[src/rtl/adder_4bit_reg.sv]
// Registered ripple-carry adder leaf for datapath slices.
// The sum is built from an explicit chain of full-adder cells.
// Outputs load only on a valid sample. Otherwise they keep their last result,
// and out_valid marks the cycle that follows a capture.

// Single full-adder cell used to build the ripple chain.
module adder_4bit_reg_fa (
  input  logic i_a,
  input  logic i_b,
  input  logic i_cin,
  output logic o_s,
  output logic o_cout
);

  logic w_p;

  assign w_p    = i_a ^ i_b;
  assign o_s    = w_p ^ i_cin;
  assign o_cout = (i_a & i_b) | (i_cin & w_p);

endmodule

module adder_4bit_reg #(
  parameter int WIDTH = 4
) (
  input  logic             clk,
  input  logic             rst_n,
  input  logic             in_valid,
  input  logic [WIDTH-1:0] a,
  input  logic [WIDTH-1:0] b,
  input  logic             c,
  output logic [WIDTH-1:0] sum,
  output logic             cout,
  output logic             ovf,
  output logic             out_valid
);

  logic [WIDTH:0]   w_carry;
  logic [WIDTH-1:0] w_sum;
  logic             w_cout;
  logic             w_ovf;

  logic [WIDTH-1:0] r_sum;
  logic             r_cout;
  logic             r_ovf;
  logic             r_out_valid;

  assign w_carry[0] = c;

  for (genvar g = 0; g < WIDTH; g++) begin : g_fa
    adder_4bit_reg_fa u_fa (
      .i_a    (a[g]),
      .i_b    (b[g]),
      .i_cin  (w_carry[g]),
      .o_s    (w_sum[g]),
      .o_cout (w_carry[g+1])
    );
  end

  // Signed overflow occurs when the carry into the MSB differs from the carry out.
  assign w_cout = w_carry[WIDTH];
  assign w_ovf  = w_carry[WIDTH] ^ w_carry[WIDTH-1];

  // Result registers load only on a valid sample and otherwise hold.
  // Reset wins over in_valid, so a sample taken during reset is dropped.
  always_ff @(posedge clk) begin
    if (!rst_n) begin
      r_sum       <= '0;
      r_cout      <= 1'b0;
      r_ovf       <= 1'b0;
      r_out_valid <= 1'b0;
    end else begin
      r_out_valid <= in_valid;
      if (in_valid) begin
        r_sum  <= w_sum;
        r_cout <= w_cout;
        r_ovf  <= w_ovf;
      end
    end
  end

  assign sum       = r_sum;
  assign cout      = r_cout;
  assign ovf       = r_ovf;
  assign out_valid = r_out_valid;

endmodule

[config.mk]
export PLATFORM = sky130hd
export DESIGN_NAME = adder_4bit_reg
export DESIGN_NICKNAME = d
export VERILOG_FILES = /design/src/rtl/adder_4bit_reg.sv
export SDC_FILE = /design/constraint.sdc
export NUM_CORES = 1
export LEC_CHECK = 0
export CORE_AREA = 2 2 39 41
export CTS_BUF_LIST = sky130_fd_sc_hd__clkbuf_8 sky130_fd_sc_hd__clkbuf_16
export CTS_CLUSTER_DIAMETER = 150
export DETAILED_ROUTE_END_ITERATION = 10
export DIE_AREA = 0 0 41 43
export PLACE_DENSITY = 0.71
export REMOVE_ABC_BUFFERS = 1
export SYNTH_ARGS = -nofsm -noshare
export SYNTH_HDL_FRONTEND = slang
export SYNTH_SLANG_ARGS = --single-unit
export TNS_END_PERCENT = 50
[constraint.sdc]
create_clock -name clk -period 2.2 [get_ports clk]
set_input_delay 0.55 -clock clk [delete_from_list [all_inputs] [get_ports clk]]
set_output_delay 0.55 -clock clk [all_outputs]
set_load 0.1 [all_outputs]
==> results of run 1 <==
-- report_power, final --
part	switching, mW	internal (mW)	total (mW)
logic	0.116	0.0557	0.171
registers	0.00548	0.139	0.145
clock network	0.0547	0.120	0.175
-- logic make-up after synthesis --
group	Yosys count	share of synthesized area, %
AOI/OAI and AO/OA	4	10.65
xor gates and xnor gates	1	2.406
adders and majority gates	4	21.99
buffers and inverters	8	10.31
DFF	7	38.49
muxes	2	5.499
and+or+nand+nor	7	10.65
-- repair_timing --
action | CTS | global route
setup endpoints to repair | 3 | 1
gates resized for setup | 23 | 1
pin swaps | 4 | 4
setup buffers | 0 | 0
hold endpoints to repair | 0 | 0
-- cell usage in the layout (no fill, tap or decap) --
| cell type | count |
|---|---|
| mux2i_1 | 2 |
| inv_2 | 4 |
| inv_1 | 4 |
| nor2b_1 | 3 |
| xnor2_1 | 1 |
| and2_4 | 1 |
| o211a_1 | 3 |
| clkbuf_8 | 3 |
| buf_4 | 8 |
| fa_2 | 4 |
| nand2_1 | 3 |
| buf_6 | 2 |
| a22o_1 | 1 |
| buf_2 | 1 |
| dfxtp_1 | 7 |
| dlygate4sd2_1 | 2 |
| clkdlybuf4s50_1 | 6 |
-- per-stage QoR --
step,setup slack [ps],std cells,instance area [sq um]
after global routing,-10.79,71,593.1
after detailed placement,-644.4,67,543.0
after CTS,-12.10,71,586.8
final,43.50,71,593.1
after global placement,-605.3,67,543.0
after floorplan,-102.6,32,352.8
-- routing by layer --
layer | share of wire [%] | vias up | GRT usage, % | routed length, microns
met1 | 38 | 134 | 11.63 | 261
met5 | 0 | - | 0 | 0
met3 | 10 | 2 | 7.853 | 71
met4 | 2.2 | 0 | 8.000 | 15
li1 | - | 144 | - | -
met2 | 49 | 13 | 13.75 | 341
-- cell type report --
class	instances	area (sq um)	share of cell area, %
Multi-Input combinational cell	18	196.4	33.12
Timing Repair Buffer	19	165.2	27.85
Sequential cell	7	140.1	23.63
Clock buffer	3	41.29	6.962
Inverter	7	26.28	4.430
Tap cell	16	20.02	3.376
Clock inverter	1	3.754	0.6329
-- sequential cells by signal, summed over array words and instances, names as in the netlist --
name / count
sum: 4
cout: 1
out_valid: 1
ovf: 1
-- worst reg2reg max path, delay by kind of cell, from the launching register on --
family | cells | cell delay [ps]
flip-flops | 1 | 300
AO/OA/AOI/OAI | 1 | 230
AND/OR/NAND/NOR | 1 | 130
-- worst max path at each step --
stage	startpoint	to	depth (start not counted)
6_report	b[0]	sum[3]$_SDFFE_PN0P_	10
5_1_grt	b[0]	sum[3]$_SDFFE_PN0P_	10
4_1_cts	a[0]	sum[3]$_SDFFE_PN0P_	10
3_5_place_dp	a[0]	sum[3]$_SDFFE_PN0P_	10
3_3_place_gp	a[0]	sum[3]$_SDFFE_PN0P_	10
2_1_floorplan	a[0]	sum[3]$_SDFFE_PN0P_	9
==> metrics.md, run 1 <==
| Metric | Value |
|---|---|
| Final hold slack | `480.2 ps` |
| Synth cell count leaders | `dfxtp_1 (7), inv_1 (7), fa_1 (4)` |
| CTS root buffer | `clkbuf_8` |
| CP bufs+invs | `4` |
| Largest area contributor in the netlist | `dfxtp_1` |
| Routability cong. | `0.6894` |
| Post-CTS Hold Fix Bufs | `0` |
| Area grow syn2layout | `62.89%` |
| Crit path launch type | `input pin` |
| Total of max-cap violations | `0` |
| Final clock skew | `0 ps` |
| Maximum fanout along the worst path | `2` |
| R2R setup slack | `1430 ps` |
| Crit path top cell by count | `fa_2` |
| Crit-path slowest cell | `fa_2` |
| Synth top area share | `38.49%` |
| PortBufs | `18` |
| Cell Chain, Critical Path | `buf_6 -> fa_2 -> inv_2 -> fa_2 -> inv_2 -> fa_2 -> inv_2 -> fa_2 -> nand2_1 -> o211a_1` |
| Final hold vios | `0` |
| Unrepaired setup endpoints after global routing | `true` |
| Hold Crit Start | `cout$_SDFFE_PN0P_` |
| Leak | `0.2999 nW` |
| Final period util | `98.02%` |
| All-Layer GR Usage | `10.75%` |
| Netlist Area Pre-Place | `364.1 sq um` |
| GR Overflow Total | `0` |
| Clock Path Buffers | `2` |
| Reg2reg start | `ovf$_SDFFE_PN0P_` |
| Vias in the first global route | `282` |
| Asr flop ratio synth | `0%` |
| Initial DRC Count | `1` |
| Crit path time final | `2157 ps` |
| Clock transition at the registers of the reported paths | `40 ps` |
| Fillers | `145` |
| Top FF cell, synth | `dfxtp_1` |
| Setup TNS | `0 ps` |
| Clk sinks | `7` |
| Post-DP HPWL | `505.2 microns` |
| Worst-margin pin slew | `370.0 ps` |
| PwrDens | `828.5 mW/mm^2` |
| Largest net degree at the start of global routing | `11` |
| Cell count of the worst reg-to-reg path | `2` |
| Worst skew pair latency | `230 ps` |
| Max Clk Rate | `0.4637 GHz` |
| DR vias | `293` |
| Post-route ant nets | `0` |
| Die area | `0.001763 sq mm` |
| VDD IR max | `0.3668 mV` |
| Residual DRC | `0` |
| Synth top area cells | `dfxtp_1 (38%), fa_1 (22%), o211a_1 (8.2%)` |
| Min-Delay Path Class | `reg2reg` |
| Total power draw | `0.4914 mW` |
| Num ports | `19` |
| Routed wire per std cell | `9.704 microns` |
| Synth cell types | `11` |
| Drt pass-1 iters | `2` |
| Crit end category | `flip-flop` |
| Post-layout util | `42.86%` |
| Max stage delay on crit path | `420 ps` |
| Final Slew Violations | `0` |
| Final nets | `72` |
| Slew Limit Headroom | `75.25%` |
| Syn Inst Count | `33` |
| Sequential element share of the synthesized area | `38.49%` |
| DIE WIDTH | `41 microns` |
| CTS tree | `yes` |
| Syn_area_per_cell | `11.03 sq um` |
| Post-synth EDFFs | `0` |
| Vias per std cell | `4.127` |
| Status | `completed` |
| CP Class | `in2reg` |
| Largest delay share family, worst path | `adder cells` |
| Inserted Clock Buffers | `3` |
| Die Y | `43 microns` |
| First-pass GRT wire length | `1166 microns` |
| H-tree levels | `1` |
| Core Area | `0.001384 sq mm` |
| Fraction of layout instances using a drive strength above 1 | `41.82%` |
| WHS Path Cells | `1` |
| Row cnt | `14` |
| Yosys warns | `0` |
| Reg2Reg Capture Point | `ovf$_SDFFE_PN0P_` |
| Initial Util | `26.31%` |
| Yosys reg bits | `7` |
| Setup Viol. Count Final | `0` |
| Inserted Diodes | `0` |
| Critical Path RT | `2370 ps` |
| Critical Path AT | `2330 ps` |
| Hold Path End | `cout$_SDFFE_PN0P_` |
| Drt total wl | `689 microns` |
| Initial antenna violation count | `0` |
No activity file was read; power rests on OpenSTA's default activity.
==> inputs of run 2 (changes only) <==
--- a/config.mk
+++ b/config.mk
@@ -7,7 +7,6 @@
 export LEC_CHECK = 0
 export CORE_AREA = 2 2 39 41
 export CTS_BUF_LIST = sky130_fd_sc_hd__clkbuf_8 sky130_fd_sc_hd__clkbuf_16
-export CTS_CLUSTER_DIAMETER = 150
 export DETAILED_ROUTE_END_ITERATION = 10
 export DIE_AREA = 0 0 41 43
 export PLACE_DENSITY = 0.71
==> results of run 2 <==
Final layout, timing and power as in run 1 (identical DEF).
==> inputs of run 3 (changes only) <==
--- a/config.mk
+++ b/config.mk
@@ -9,7 +9,8 @@
 export CTS_BUF_LIST = sky130_fd_sc_hd__clkbuf_8 sky130_fd_sc_hd__clkbuf_16
 export DETAILED_ROUTE_END_ITERATION = 10
 export DIE_AREA = 0 0 41 43
-export PLACE_DENSITY = 0.71
+export DONT_BUFFER_PORTS = 1
+export PLACE_DENSITY = 0.52
 export REMOVE_ABC_BUFFERS = 1
 export SYNTH_ARGS = -nofsm -noshare
 export SYNTH_HDL_FRONTEND = slang
==> run 3 against run 2 <==
  * Sequential share of layout area rose by 5.5 points
  * Sequential power barely moved
  * Clock power barely moved
  * Clock-buffer cell count did not move
  * Largest power group unchanged
  * Non-clock buffer count fell by 11
  * Largest cell class unchanged
==> metrics.md, run 3 (same netlist as run 1, synthesis figures left out) <==
| Metric | Value |
|---|---|
| PortBufs | `0 (-18)` |
| All-Layer GR Usage | `10.56% (-0.19 points)` |
| Critical Path RT | `2370 ps (about the same)` |
| Initial DRC Count | `1 (unchanged)` |
| Inserted Diodes | `0 (unchanged)` |
| Leak | `0.2566 nW (-14%)` |
| VDD IR max | `0.4567 mV (+25%)` |
| Initial antenna violation count | `0 (unchanged)` |
| PwrDens | `966.2 mW/mm^2 (+17%)` |
| Crit end category | `flip-flop` |
| Cell Chain, Critical Path | `fa_1 -> inv_1 -> fa_1 -> inv_1 -> fa_2 -> inv_1 -> fa_1 -> nand2_1 -> o211a_1` |
| H-tree levels | `1 (unchanged)` |
| CTS tree | `yes` |
| CP Class | `in2reg` |
| Worst skew pair latency | `230 ps (about the same)` |
| Crit path launch type | `input pin` |
| Routed wire per std cell | `10.83 microns (+12%)` |
| Commonest cells after routing, fill and taps aside | `inv_1 (8), buf_4 (8), dfxtp_1 (7)` |
| CP bufs+invs | `3 (-1)` |
| Largest delay share family, worst path | `adder cells` |
| Clock Path Buffers | `2 (unchanged)` |
| Final clock skew | `0 ps (unchanged)` |
| Drt total wl | `650 microns (-5.7%)` |
| Setup Viol. Count Final | `0 (unchanged)` |
| Fraction of layout instances using a drive strength above 1 | `29.55% (-12 points)` |
| GR Overflow Total | `0 (unchanged)` |
| Post-route ant nets | `0 (unchanged)` |
| Initial Util | `26.31% (unchanged)` |
| Total of max-cap violations | `0 (unchanged)` |
| Final period util | `94.10% (-3.9 points)` |
| Routability cong. | `0.6776 (-1.7%)` |
| Num ports | `19 (unchanged)` |
| Post-DP HPWL | `569 microns (+13%)` |
| Vias in the first global route | `293 (+3.9%)` |
| Crit-path slowest cell | `fa_1` |
| Largest net degree at the start of global routing | `11 (unchanged)` |
| CTS root buffer | `clkbuf_8` |
| Internal Power | `0.2990 mW (-5.2%)` |
| Unrepaired setup endpoints after global routing | `false` |
| Final hold vios | `0 (unchanged)` |
| Final nets | `61 (-15%)` |
| Net Sw Power | `0.1652 mW (-6.1%)` |
| Drt pass-1 iters | `2 (unchanged)` |
| Clock transition at the registers of the reported paths | `40 ps (about the same)` |
| Clock power frac | `37.4% (+1.8 points)` |
| Area grow syn2layout | `31.96%` |
| Status | `completed` |
| Crit path time final | `2070 ps (-86.24 ps)` |
| Max reg flops | `4 (unchanged)` |
| DR vias | `261 (-11%)` |
| First-pass GRT wire length | `1173 microns (+0.60%)` |
| Sequential share of power | `30.9% (+1.4 points)` |
| Max Clk Rate | `0.4830 GHz (+4.2%)` |
| Final Slew Violations | `0 (unchanged)` |
| Residual DRC | `0 (unchanged)` |
| Row cnt | `14 (unchanged)` |
| Placed insts | `56 (-16%)` |
| Inserted Clock Buffers | `3 (unchanged)` |
| Vias per std cell | `4.350 (+5.4%)` |
| Maximum fanout along the worst path | `2 (unchanged)` |
| Die Y | `43 microns (unchanged)` |
| Total power draw | `0.4642 mW (-5.5%)` |
| Final hold slack | `454.7 ps (-25.54 ps)` |
| Min-Delay Path Class | `in2reg` |
| Slew Limit Headroom | `80.59% (+5.3 points)` |
| Die area | `0.001763 sq mm (unchanged)` |
| DIE WIDTH | `41 microns (unchanged)` |
| Worst-margin pin slew | `291.1 ps (-78.96 ps)` |
| Sw frac | `35.59% (-0.21 points)` |
| Clk sinks | `7 (unchanged)` |
| Core Area | `0.001384 sq mm (unchanged)` |
| Non-filler cells, final | `60 (-15%)` |
| Critical Path AT | `2240 ps (-90 ps)` |
| Max stage delay on crit path | `410 ps (about the same)` |
| Comb power frac | `31.7% (-3.2 points)` |
| Post-CTS Hold Fix Bufs | `0 (unchanged)` |
## run 3: path summary, 6_finish.rpt
check	cells past startpoint	slack (ps)	startpoint	endpoint
setup / recovery	9	130	a[0]	sum[3]$_SDFFE_PN0P_
hold / removal	1	450	rst_n	sum[0]$_SDFFE_PN0P_
setup reg to reg	3	1190	ovf$_SDFFE_PN0P_	ovf$_SDFFE_PN0P_
hold reg to reg	1	500	sum[1]$_SDFFE_PN0P_	sum[1]$_SDFFE_PN0P_
## run 3: timing repair
item | 4_1_cts | 5_1_grt
resized for setup | 0 | 1
endpoints found under the setup margin | 0 | 1
buffers inserted | 0 | 0
## run 3: power by group through the flow
stage | clock network, mW | registers [mW] | logic [mW]
after floorplan | 0 | 0.230 | 0.0350
after CTS | 0.179 | 0.143 | 0.150
after global routing | 0.194 | 0.144 | 0.157
after global placement | 0 | 0.144 | 0.145
after detailed placement | 0 | 0.145 | 0.150
final | 0.174 | 0.143 | 0.147
## run 3: metrics by stage
stage                     setup slack [ps]  utilization (%)  cell area [sq um]  TNS [ps]
after floorplan                     -102.6                -              352.8    -102.6
after global placement              -139.8            31.28              432.9    -182.6
after detailed placement            -188.4            31.28              432.9    -257.3
after CTS                            59.22            34.54              478.0         0
after global routing                 52.96            34.72              480.5         0
final                                129.7            34.72              480.5         0
## run 3: worst register-to-register path, delay by kind of cell, from the launching register on
family                 cells  cell delay [ps]
AND/OR/NAND/NOR            1              160
flip-flops                 1              290
AO/OA/AOI/OAI              1              220
buffers and inverters      1              230
## run 3: per-layer routing
| layer | GRT usage (%) | wire [microns] | up-vias |
|---|---|---|---|
| li1 | - | - | 124 |
| met1 | 8.667 | 206 | 122 |
| met5 | 0 | 0 | - |
| met2 | 15.63 | 333 | 13 |
| met3 | 9.948 | 101 | 2 |
| met4 | 6.000 | 10 | 0 |
## run 3: layout make-up
type / instances / area [sq um]
flip-flops and latches: 7 / 140.1
multi-input cells: 18 / 188.9
clock inverters: 1 / 3.754
inverters: 7 / 26.28
fillers: 153 / 903.4
clock buffers: 3 / 41.29
repair buffers: 8 / 60.06
well taps: 16 / 20.02
